[config.mk]
export PLATFORM = sky130hd
export DESIGN_NAME = sw_event_ctrl_flat
export DESIGN_NICKNAME = d
export VERILOG_FILES = /design/src/rtl/sw_event_ctrl_if.sv /design/src/rtl/sw_event_ctrl.sv /design/src/flat_wrapper.sv
export SDC_FILE = /design/constraint.sdc
export NUM_CORES = 1
export LEC_CHECK = 0
export BUFFER_PORTS_ARGS = -buffer_cell sky130_fd_sc_hd__buf_2
export CELL_PAD_IN_SITES_DETAIL_PLACEMENT = 0
export CELL_PAD_IN_SITES_GLOBAL_PLACEMENT = 2
export CORE_MARGIN = 2
export CORE_UTILIZATION = 42
export DETAILED_ROUTE_END_ITERATION = 10
export HOLD_SLACK_MARGIN = 0.02
export PLACE_DENSITY = 0.81
export SYNTH_ARGS = -nofsm -noshare
export SYNTH_HDL_FRONTEND = slang
export SYNTH_SLANG_ARGS = --single-unit
[constraint.sdc]
create_clock -name clk -period 3.4 [get_ports clk]
set_input_delay 0.68 -clock clk [delete_from_list [all_inputs] [get_ports clk]]
set_output_delay 0.68 -clock clk [all_outputs]
set_load 0.005 [all_outputs]
[src/rtl/sw_event_ctrl_if.sv]
`default_nettype none
// ============================================================================
// Module   : sw_event_ctrl_if
// Brief    : Avalon-MM PIO master bus plus event valid/ready port bundle.
// Revision : 1.0 - initial release
// ============================================================================
interface sw_event_ctrl_if #(
    parameter int DATA_W     = 18,
    parameter int FIFO_DEPTH = 4
);
    localparam int CNT_W = $clog2(FIFO_DEPTH) + 1;

    logic              irq;
    logic [1:0]        m_address;
    logic              m_chipselect;
    logic              m_write_n;
    logic [DATA_W-1:0] m_writedata;
    logic [DATA_W-1:0] m_readdata;
    logic              ev_valid;
    logic              ev_ready;
    logic [DATA_W-1:0] ev_capture;
    logic [DATA_W-1:0] ev_level;
    logic [CNT_W-1:0]  ev_count;
    logic              busy;

    modport master (
        input  irq,
        output m_address,
        output m_chipselect,
        output m_write_n,
        output m_writedata,
        input  m_readdata,
        output ev_valid,
        input  ev_ready,
        output ev_capture,
        output ev_level,
        output ev_count,
        output busy
    );

    modport slave (
        output irq,
        input  m_address,
        input  m_chipselect,
        input  m_write_n,
        input  m_writedata,
        output m_readdata,
        input  ev_valid,
        output ev_ready,
        input  ev_capture,
        input  ev_level,
        input  ev_count,
        input  busy
    );
endinterface
`default_nettype wire

[src/rtl/sw_event_ctrl.sv]
`default_nettype none
// ============================================================================
// Module   : sw_event_ctrl
// Brief    : Switch PIO service engine; queues edge/level events in a FWFT FIFO.
// Revision : 1.0 - initial release
// ============================================================================
module sw_event_ctrl #(
    parameter int                DATA_W     = 18,
    parameter int                FIFO_DEPTH = 4,
    parameter logic [DATA_W-1:0] IRQ_MASK   = {DATA_W{1'b1}}
) (
    input  wire logic         clk,
    input  wire logic         reset,
    sw_event_ctrl_if.master   bus
);
    localparam int PTR_W = $clog2(FIFO_DEPTH);
    localparam int CNT_W = PTR_W + 1;

    localparam logic [3:0] c_st_boot     = 4'd0;
    localparam logic [3:0] c_st_init     = 4'd1;
    localparam logic [3:0] c_st_idle     = 4'd2;
    localparam logic [3:0] c_st_rd_cap   = 4'd3;
    localparam logic [3:0] c_st_cap_wait = 4'd4;
    localparam logic [3:0] c_st_clr      = 4'd5;
    localparam logic [3:0] c_st_rd_dat   = 4'd6;
    localparam logic [3:0] c_st_dat_wait = 4'd7;
    localparam logic [3:0] c_st_push     = 4'd8;

    localparam logic [CNT_W-1:0] c_full_cnt = CNT_W'(FIFO_DEPTH);

    logic [3:0]        r_state;
    logic [3:0]        w_state_nxt;
    logic [DATA_W-1:0] r_cap;
    logic [DATA_W-1:0] r_lvl;
    logic [DATA_W-1:0] r_mem_cap [FIFO_DEPTH];
    logic [DATA_W-1:0] r_mem_lvl [FIFO_DEPTH];
    logic [PTR_W-1:0]  r_wr_ptr;
    logic [PTR_W-1:0]  r_rd_ptr;
    logic [CNT_W-1:0]  r_count;

    logic              w_full;
    logic              w_valid;
    logic              w_push;
    logic              w_pop;
    logic              w_cs;
    logic              w_write_n;
    logic [1:0]        w_addr;
    logic [DATA_W-1:0] w_wdata;

    assign w_full  = (r_count == c_full_cnt);
    assign w_valid = (r_count != '0);
    // Spurious interrupts (nothing captured) are dropped rather than queued.
    assign w_push  = (r_state == c_st_push) && (r_cap != '0);
    assign w_pop   = w_valid && bus.ev_ready;

    always_comb begin
        w_state_nxt = r_state;
        case (r_state)
            c_st_boot:     w_state_nxt = c_st_init;
            c_st_init:     w_state_nxt = c_st_idle;
            c_st_idle:     if (bus.irq && !w_full) w_state_nxt = c_st_rd_cap;
            c_st_rd_cap:   w_state_nxt = c_st_cap_wait;
            c_st_cap_wait: w_state_nxt = c_st_clr;
            c_st_clr:      w_state_nxt = c_st_rd_dat;
            c_st_rd_dat:   w_state_nxt = c_st_dat_wait;
            c_st_dat_wait: w_state_nxt = c_st_push;
            c_st_push:     w_state_nxt = c_st_idle;
            default:       w_state_nxt = c_st_boot;
        endcase
    end

    // Bus outputs depend only on the state register, so a reset edge kills any access at once.
    always_comb begin
        w_cs      = 1'b0;
        w_write_n = 1'b1;
        w_addr    = 2'd0;
        w_wdata   = '0;
        case (r_state)
            c_st_init: begin
                w_cs      = 1'b1;
                w_write_n = 1'b0;
                w_addr    = 2'd2;
                w_wdata   = IRQ_MASK;
            end
            c_st_rd_cap, c_st_cap_wait: w_addr = 2'd3;
            c_st_clr: begin
                w_cs      = 1'b1;
                w_write_n = 1'b0;
                w_addr    = 2'd3;
                w_wdata   = '1;
            end
            default: ;
        endcase
    end

    always_ff @(posedge clk) begin
        if (reset) begin
            r_state  <= c_st_boot;
            r_cap    <= '0;
            r_lvl    <= '0;
            r_wr_ptr <= '0;
            r_rd_ptr <= '0;
            r_count  <= '0;
        end else begin
            r_state <= w_state_nxt;
            if (r_state == c_st_cap_wait) r_cap <= bus.m_readdata;
            if (r_state == c_st_dat_wait) r_lvl <= bus.m_readdata;
            if (w_push) r_wr_ptr <= r_wr_ptr + PTR_W'(1);
            if (w_pop)  r_rd_ptr <= r_rd_ptr + PTR_W'(1);
            case ({w_push, w_pop})
                2'b10:   r_count <= r_count + CNT_W'(1);
                2'b01:   r_count <= r_count - CNT_W'(1);
                default: r_count <= r_count;
            endcase
        end
    end

    always_ff @(posedge clk) begin
        if (w_push) begin
            r_mem_cap[r_wr_ptr] <= r_cap;
            r_mem_lvl[r_wr_ptr] <= r_lvl;
        end
    end

    assign bus.m_chipselect = w_cs;
    assign bus.m_write_n    = w_write_n;
    assign bus.m_address    = w_addr;
    assign bus.m_writedata  = w_wdata;
    assign bus.ev_valid     = w_valid;
    assign bus.ev_capture   = w_valid ? r_mem_cap[r_rd_ptr] : '0;
    assign bus.ev_level     = w_valid ? r_mem_lvl[r_rd_ptr] : '0;
    assign bus.ev_count     = r_count;
    assign bus.busy         = (r_state != c_st_idle);

endmodule
`default_nettype wire

[src/flat_wrapper.sv]
// flat-port wrapper written by rule: the top's interface ports become plain ports
module sw_event_ctrl_flat 
#(
    parameter int                DATA_W     = 18,
    parameter int                FIFO_DEPTH = 4,
    parameter logic [DATA_W-1:0] IRQ_MASK   = {DATA_W{1'b1}}
)
  (clk, reset, bus_irq, bus_m_address, bus_m_chipselect, bus_m_write_n, bus_m_writedata, bus_m_readdata, bus_ev_valid, bus_ev_ready, bus_ev_capture, bus_ev_level, bus_ev_count, bus_busy);
  sw_event_ctrl_if #(.DATA_W(DATA_W), .FIFO_DEPTH(FIFO_DEPTH)) bus_i ();
  input  wire logic clk;
  input  wire logic reset;
  input wire logic [$bits(bus_i.irq)-1:0] bus_irq;
  output wire logic [$bits(bus_i.m_address)-1:0] bus_m_address;
  output wire logic [$bits(bus_i.m_chipselect)-1:0] bus_m_chipselect;
  output wire logic [$bits(bus_i.m_write_n)-1:0] bus_m_write_n;
  output wire logic [$bits(bus_i.m_writedata)-1:0] bus_m_writedata;
  input wire logic [$bits(bus_i.m_readdata)-1:0] bus_m_readdata;
  output wire logic [$bits(bus_i.ev_valid)-1:0] bus_ev_valid;
  input wire logic [$bits(bus_i.ev_ready)-1:0] bus_ev_ready;
  output wire logic [$bits(bus_i.ev_capture)-1:0] bus_ev_capture;
  output wire logic [$bits(bus_i.ev_level)-1:0] bus_ev_level;
  output wire logic [$bits(bus_i.ev_count)-1:0] bus_ev_count;
  output wire logic [$bits(bus_i.busy)-1:0] bus_busy;
  assign bus_i.irq = bus_irq;
  assign bus_m_address = bus_i.m_address;
  assign bus_m_chipselect = bus_i.m_chipselect;
  assign bus_m_write_n = bus_i.m_write_n;
  assign bus_m_writedata = bus_i.m_writedata;
  assign bus_i.m_readdata = bus_m_readdata;
  assign bus_ev_valid = bus_i.ev_valid;
  assign bus_i.ev_ready = bus_ev_ready;
  assign bus_ev_capture = bus_i.ev_capture;
  assign bus_ev_level = bus_i.ev_level;
  assign bus_ev_count = bus_i.ev_count;
  assign bus_busy = bus_i.busy;
  sw_event_ctrl #(.DATA_W(DATA_W), .FIFO_DEPTH(FIFO_DEPTH), .IRQ_MASK(IRQ_MASK)) u_core (.clk(clk), .reset(reset), .bus(bus_i));
endmodule
Word level (Yosys, flattened, before mapping). Memories as Yosys holds them, arrays and structs flattened. A register that Yosys moved wholly into a read port is not among the register bits. Index checks and enable logic that the tools add are counted.

Output and inout bits: 63. Register bits: 47. Memories kept: 2. Logic and storage cells: 51. Latch bits: 0. Memory bits (read-only): 0. Input bits: 22. Bits in writable memories: 144.

Order comparisons: 0. $add $sub $neg: 4. Shift-type cells: 0. Divide/modulo/power cells: 0. Bitwise operators: 0. Mux-type cells: 15. Eq/ne operators: 13. Multiply operators: 0. Reductions and logical operators: 11.

Memory list: u_core.r_mem_cap (words 4, bits a word 18, read ports 1, clocked after memory_dff 1, write ports 1, line sw_event_ctrl.sv:35) `logic [DATA_W-1:0] r_mem_cap [FIFO_DEPTH];`; u_core.r_mem_lvl (words 4, bits a word 18, read ports 1, clocked after memory_dff 1, write ports 1, line sw_event_ctrl.sv:36) `logic [DATA_W-1:0] r_mem_lvl [FIFO_DEPTH];`.

Operators with widths (number): 2-to-1 mux 18 bit (3); one-hot mux 4 bit (8 select lines) (1); nonzero test 18 bit (1); == test 4 x 3 -> 1 bit, second input constant (4); == test 4 x 2 -> 1 bit, second input constant (2); 2-to-1 mux 2 bit (4); one-hot mux 3 bit (2 select lines) (1); adder 2 x 1 -> 2 bit, second input constant (2); == test 4 x 1 -> 1 bit, second input constant (1); == test 4 bit, second input constant (1); logical NOT 4 bit (1); 2-to-1 mux 1 bit (4); 2-to-1 mux 4 bit (1); inequality test 4 x 2 -> 1 bit, second input constant (1); one-hot mux 2 bit (2 select lines) (1); OR reduction 2 bit (2); adder 3 x 1 -> 3 bit, second input constant (1); == test 3 bit, second input constant (1); logical AND 1 bit (3); nonzero test 3 bit (1); OR reduction 3 bit (1); subtractor 3 x 1 -> 3 bit, second input constant (1); == test 2 x 1 -> 1 bit, second input constant (1); == test 2 bit, second input constant (1); other kinds (3) (3).

Logic depth before layout (Yosys ltp).
Depth after elaboration: 5. Gate-level depth with buffers: 10. Depth with buffers taken out: 10.

Least setup slack after synthesis. OpenSTA, ideal clock, no wires.

Path type: reg-to-reg. Start: register u_core.r_state[0]. End: memory u_core.r_mem_cap[0][0] (enable). Setup slack: 0.887 ns. Cell stages (with the launch flop): 5. Arrival: 2.117 ns. Cells stage by stage: dfxtp_1 > buf_6 > or4b_4 > a31oi_2 > and2_1.

Cells in the longest elaborated chain, start to end: 4.

RTL lines: start: declaration (line sw_event_ctrl.sv:31) `logic [3:0] r_state;`; start signal: assignment (line sw_event_ctrl.sv:98) `r_state <= c_st_boot;`; start signal: assignment (line sw_event_ctrl.sv:105) `r_state <= w_state_nxt;`; == test 4 bit (line sw_event_ctrl.sv:53) `assign w_push = (r_state == c_st_push) && (r_cap != '0);`; logical AND 1 bit (line sw_event_ctrl.sv:53); 2-to-1 mux 1 bit (line sw_event_ctrl.sv:119) `if (w_push) begin`; 2-to-1 mux 1 bit (not written as such) (line sw_event_ctrl.sv:120) `r_mem_cap[r_wr_ptr] <= r_cap;`; end: declaration (line sw_event_ctrl.sv:35).

Every way passes these cells.

Final worst setup path.
Start: register u_core.r_count[0] (netlist: u_core.bus.ev_count[0]). End: output port bus_ev_capture[8].

Cells in the longest elaborated chain, start to end: 2.

RTL lines: start: declaration (line sw_event_ctrl.sv:39) `logic [CNT_W-1:0] r_count;`; start signal: assignment (line sw_event_ctrl.sv:111) `2'b10: r_count <= r_count + CNT_W'(1);`; start signal: assignment (line sw_event_ctrl.sv:112) `2'b01: r_count <= r_count - CNT_W'(1);`; start signal: assignment (line sw_event_ctrl.sv:113) `default: r_count <= r_count;`; nonzero test 3 bit (line sw_event_ctrl.sv:51) `assign w_valid = (r_count != '0);`; 2-to-1 mux 18 bit (line sw_event_ctrl.sv:130) `assign bus.ev_capture = w_valid ? r_mem_cap[r_rd_ptr] : '0;`; end: declaration (line flat_wrapper.sv:20) `output wire logic [$bits(bus_i.ev_capture)-1:0] bus_ev_capture;`.

Every way passes these cells.

==> results.ini <==
[layout]
multi_input_comb_area_um2=1994
regArea_um2=5306
finalNetCount=599
n_antenna_cell=0
fillCellCount=1538
drive_gt1_share_pct=29.85
syn_to_final_growth_pct=15.68

[clock_tree]
cts_buffers=17
clk_latency_ns=0.43
ctsResizeCount=0
clock_path_buffers=2
cts_tree=done
clock-root-buffer=clkbuf_16
clkSlewWorstSetupHoldPaths_ns=0.06
clkSinkCount=193
post_cts_buffers=0
htreeDepth=4
cts_hold_buf=0

[grt]
antenna_found_initial=0
grt_max_degree=29
gr-total-overflow=0
groute.usage.overall_pct=16.84
grt_pass1_vias=4353
grt_pass1_wl_um=24100

[timing]
setup_tns_ns=0
period_share_pct=80.77
rsz0062_at_grt=false
worstMarginPinSlew_ns=0.8267
fin_skew_ns=0.01033
slew_viol_final=0
period_needed_ns=2.746
hold_ws_ns=0.4984
maxSlewHeadroom_pct=44.89
max_freq_mhz=364.2
hold_viol=0
setup_viol_count_final=0

[yosys]
synth_area_per_cell_um2=15.35
synth-xor-area-share_pct=0.4611
yosys_warnings=0
synthesis.area_um2=7597
ys_types=36
synth_compound_area_share_pct=3.426
synthTopCellsByCount=edfxtp_1 (144), nand2_1 (78), dfxtp_1 (49)
yosysMostFrequentCell=edfxtp_1
synth_top_family_by_area=multiplexers
synthFlopType=edfxtp_1
synth_adder_area_share_pct=1.087
synthesis.nets=523
yosysTopAreaCell=edfxtp_1
synth_seq_area_share_pct=69.83
muxShareOfSynthArea_pct=10.94
synth_area_leaders=edfxtp_1 (57%), dfxtp_1 (13%), mux4_2 (11%)
synthCells=495
synth-edff-count=144
synth-simple-area-share_pct=10.34
async_reset_ff_share_pct=0
yosys_register_bits=193
synth_top_cell_area_share_pct=56.92

[power]
ir_worst_vdd_v=0.0003810
p_per_area_nw_per_um2=540.5
leakage_nw=3.102

[critical_path]
worstPathCellList=or3_1, buf_4, and2_1, buf_2
cp_num_buf_inv=2
critPathCaptureType=output port
worst_path_dominant_cell_family=simple AND/OR/NAND/NOR gates
cp_slowest_cell=or3_1
startpoint_type=flip-flop
crit_fanout=22
required_ns=2.72
path_class=reg2out
arrival_ns=2.07
max_stage_delay_ns=0.66

[routing]
drc=0
drt_wl_total_um=15380
num_vias=4211
dr.pass1.iters=5
postRouteAntennaNets=0
wl_per_cell_um=18.94
drt_iter0_drc=163
viasPerCell=5.186

[job]
cap_viol_max_count=0

[floorplanning]
die_y_um=138.5
initial_core_util_pct=42.58
die_area_um2=19180
coreArea_um2=17840
rows=49
die_w_um=138.5
ios=85

[run_status]
outcome=finished, final reports clean

[min_path]
min-delay-path-class=reg2reg

[placement]
dp_hpwl_um=9631
gp_congestion=0.6935
port_buffers=84

[layer usage]
layer | up-vias | global-route usage (%) | part of all wire, %
li1 | 1946 | - | -
met1 | 2122 | 20.30 | 41
met2 | 115 | 28.63 | 51
met3 | 28 | 4.399 | 5.0
met4 | 0 | 7.465 | 2.7
met5 | - | 0 | 0
[worst min-delay path: stages, from the launching register on]
cell     delay, ns
dfxtp_1       0.34
nand2_1       0.06
a21oi_1       0.05
[layout by cell type, fill, tap and decap left out, drive strengths merged]
cell type  count
fa             1
nand2b         1
nor3b          3
inv            7
xor2           3
ha             5
nor2          10
clkinvlp       1
nand2         78
o21bai         1
nor3           2
clkbuf        20
a31oi          1
nor4           5
clkinv         5
or3            3
a22oi          2
mux2i          2
nor2b          3
or2            1
bufinv         5
nand4b         1
a211oi         2
and3           3
mux4          36
nand3          2
buf          101
o21ai          1
a21oi         41
and2          42
xnor2          1
or4b           1
dfxtp         49
edfxtp       144
[logic make-up after synthesis]
family                     after synthesis
and+or+nand+nor                        155
muxes                                   38
AOI/OAI and AO/OA                       48
xor gates and xnor gates                 4
adders and majority gates                6
buffers and inverters                   51
DFF                                    193
[path summary, 6_finish.rpt]
check                          from                      to  slack (ns)  depth (start not counted)
max          u_core.bus.ev_count[0]       bus_ev_capture[8]        0.65                          4
min                 u_core.r_lvl[9]         u_core.r_lvl[9]        0.50                          2
max reg2reg         u_core.r_cap[0]  u_core.bus.ev_count[2]        0.75                          9
min reg2reg         u_core.r_lvl[9]         u_core.r_lvl[9]        0.50                          2
[layout make-up]
type                            instances  share of cell area (%)
Timing Repair Buffer                  101                   6.236
Inverter                                7                  0.2990
Tap cell                              229                   3.260
Clock inverter                         11                   2.164
Multi-Input combinational cell        251                   22.69
Sequential cell                       193                   60.38
Clock buffer                           20                   4.969
[power by group]
| group | switching, W | internal [W] | total, W |
|---|---|---|---|
| registers | 0.0000155 | 0.00251 | 0.00253 |
| logic | 0.0000669 | 0.0000476 | 0.000115 |
| clock network | 0.000809 | 0.00130 | 0.00211 |
| total | 0.000892 | 0.00386 | 0.00475 |
[state kept, by name (all words and copies together) (netlist names), named ones only]
name,flops
u_core.r_mem_cap,72
u_core.r_mem_lvl,72
u_core.bus.ev_count,3
u_core.r_cap,18
u_core.r_rd_ptr,2
u_core.r_state,4
u_core.r_wr_ptr,2
u_core.r_lvl,18
[metrics by stage]
step / total power [W] / area, um2 / worst slack (ns) / std cells / utilization, %
4_1_cts: 0.004787 / 8788 / 0.5835 / 812 / 49.26
3_5_place_dp: 0.002695 / 8162 / 0.7177 / 781 / 45.75
5_1_grt: 0.004899 / 8788 / 0.4691 / 812 / 49.26
6_report: 0.004750 / 8788 / 0.6539 / 812 / 49.26
2_1_floorplan: 0.002664 / 7597 / 0.8867 / 495 / -
3_3_place_gp: 0.002693 / 8162 / 0.8111 / 781 / 45.75
Note: power is estimated with default switching activity, not from simulation.
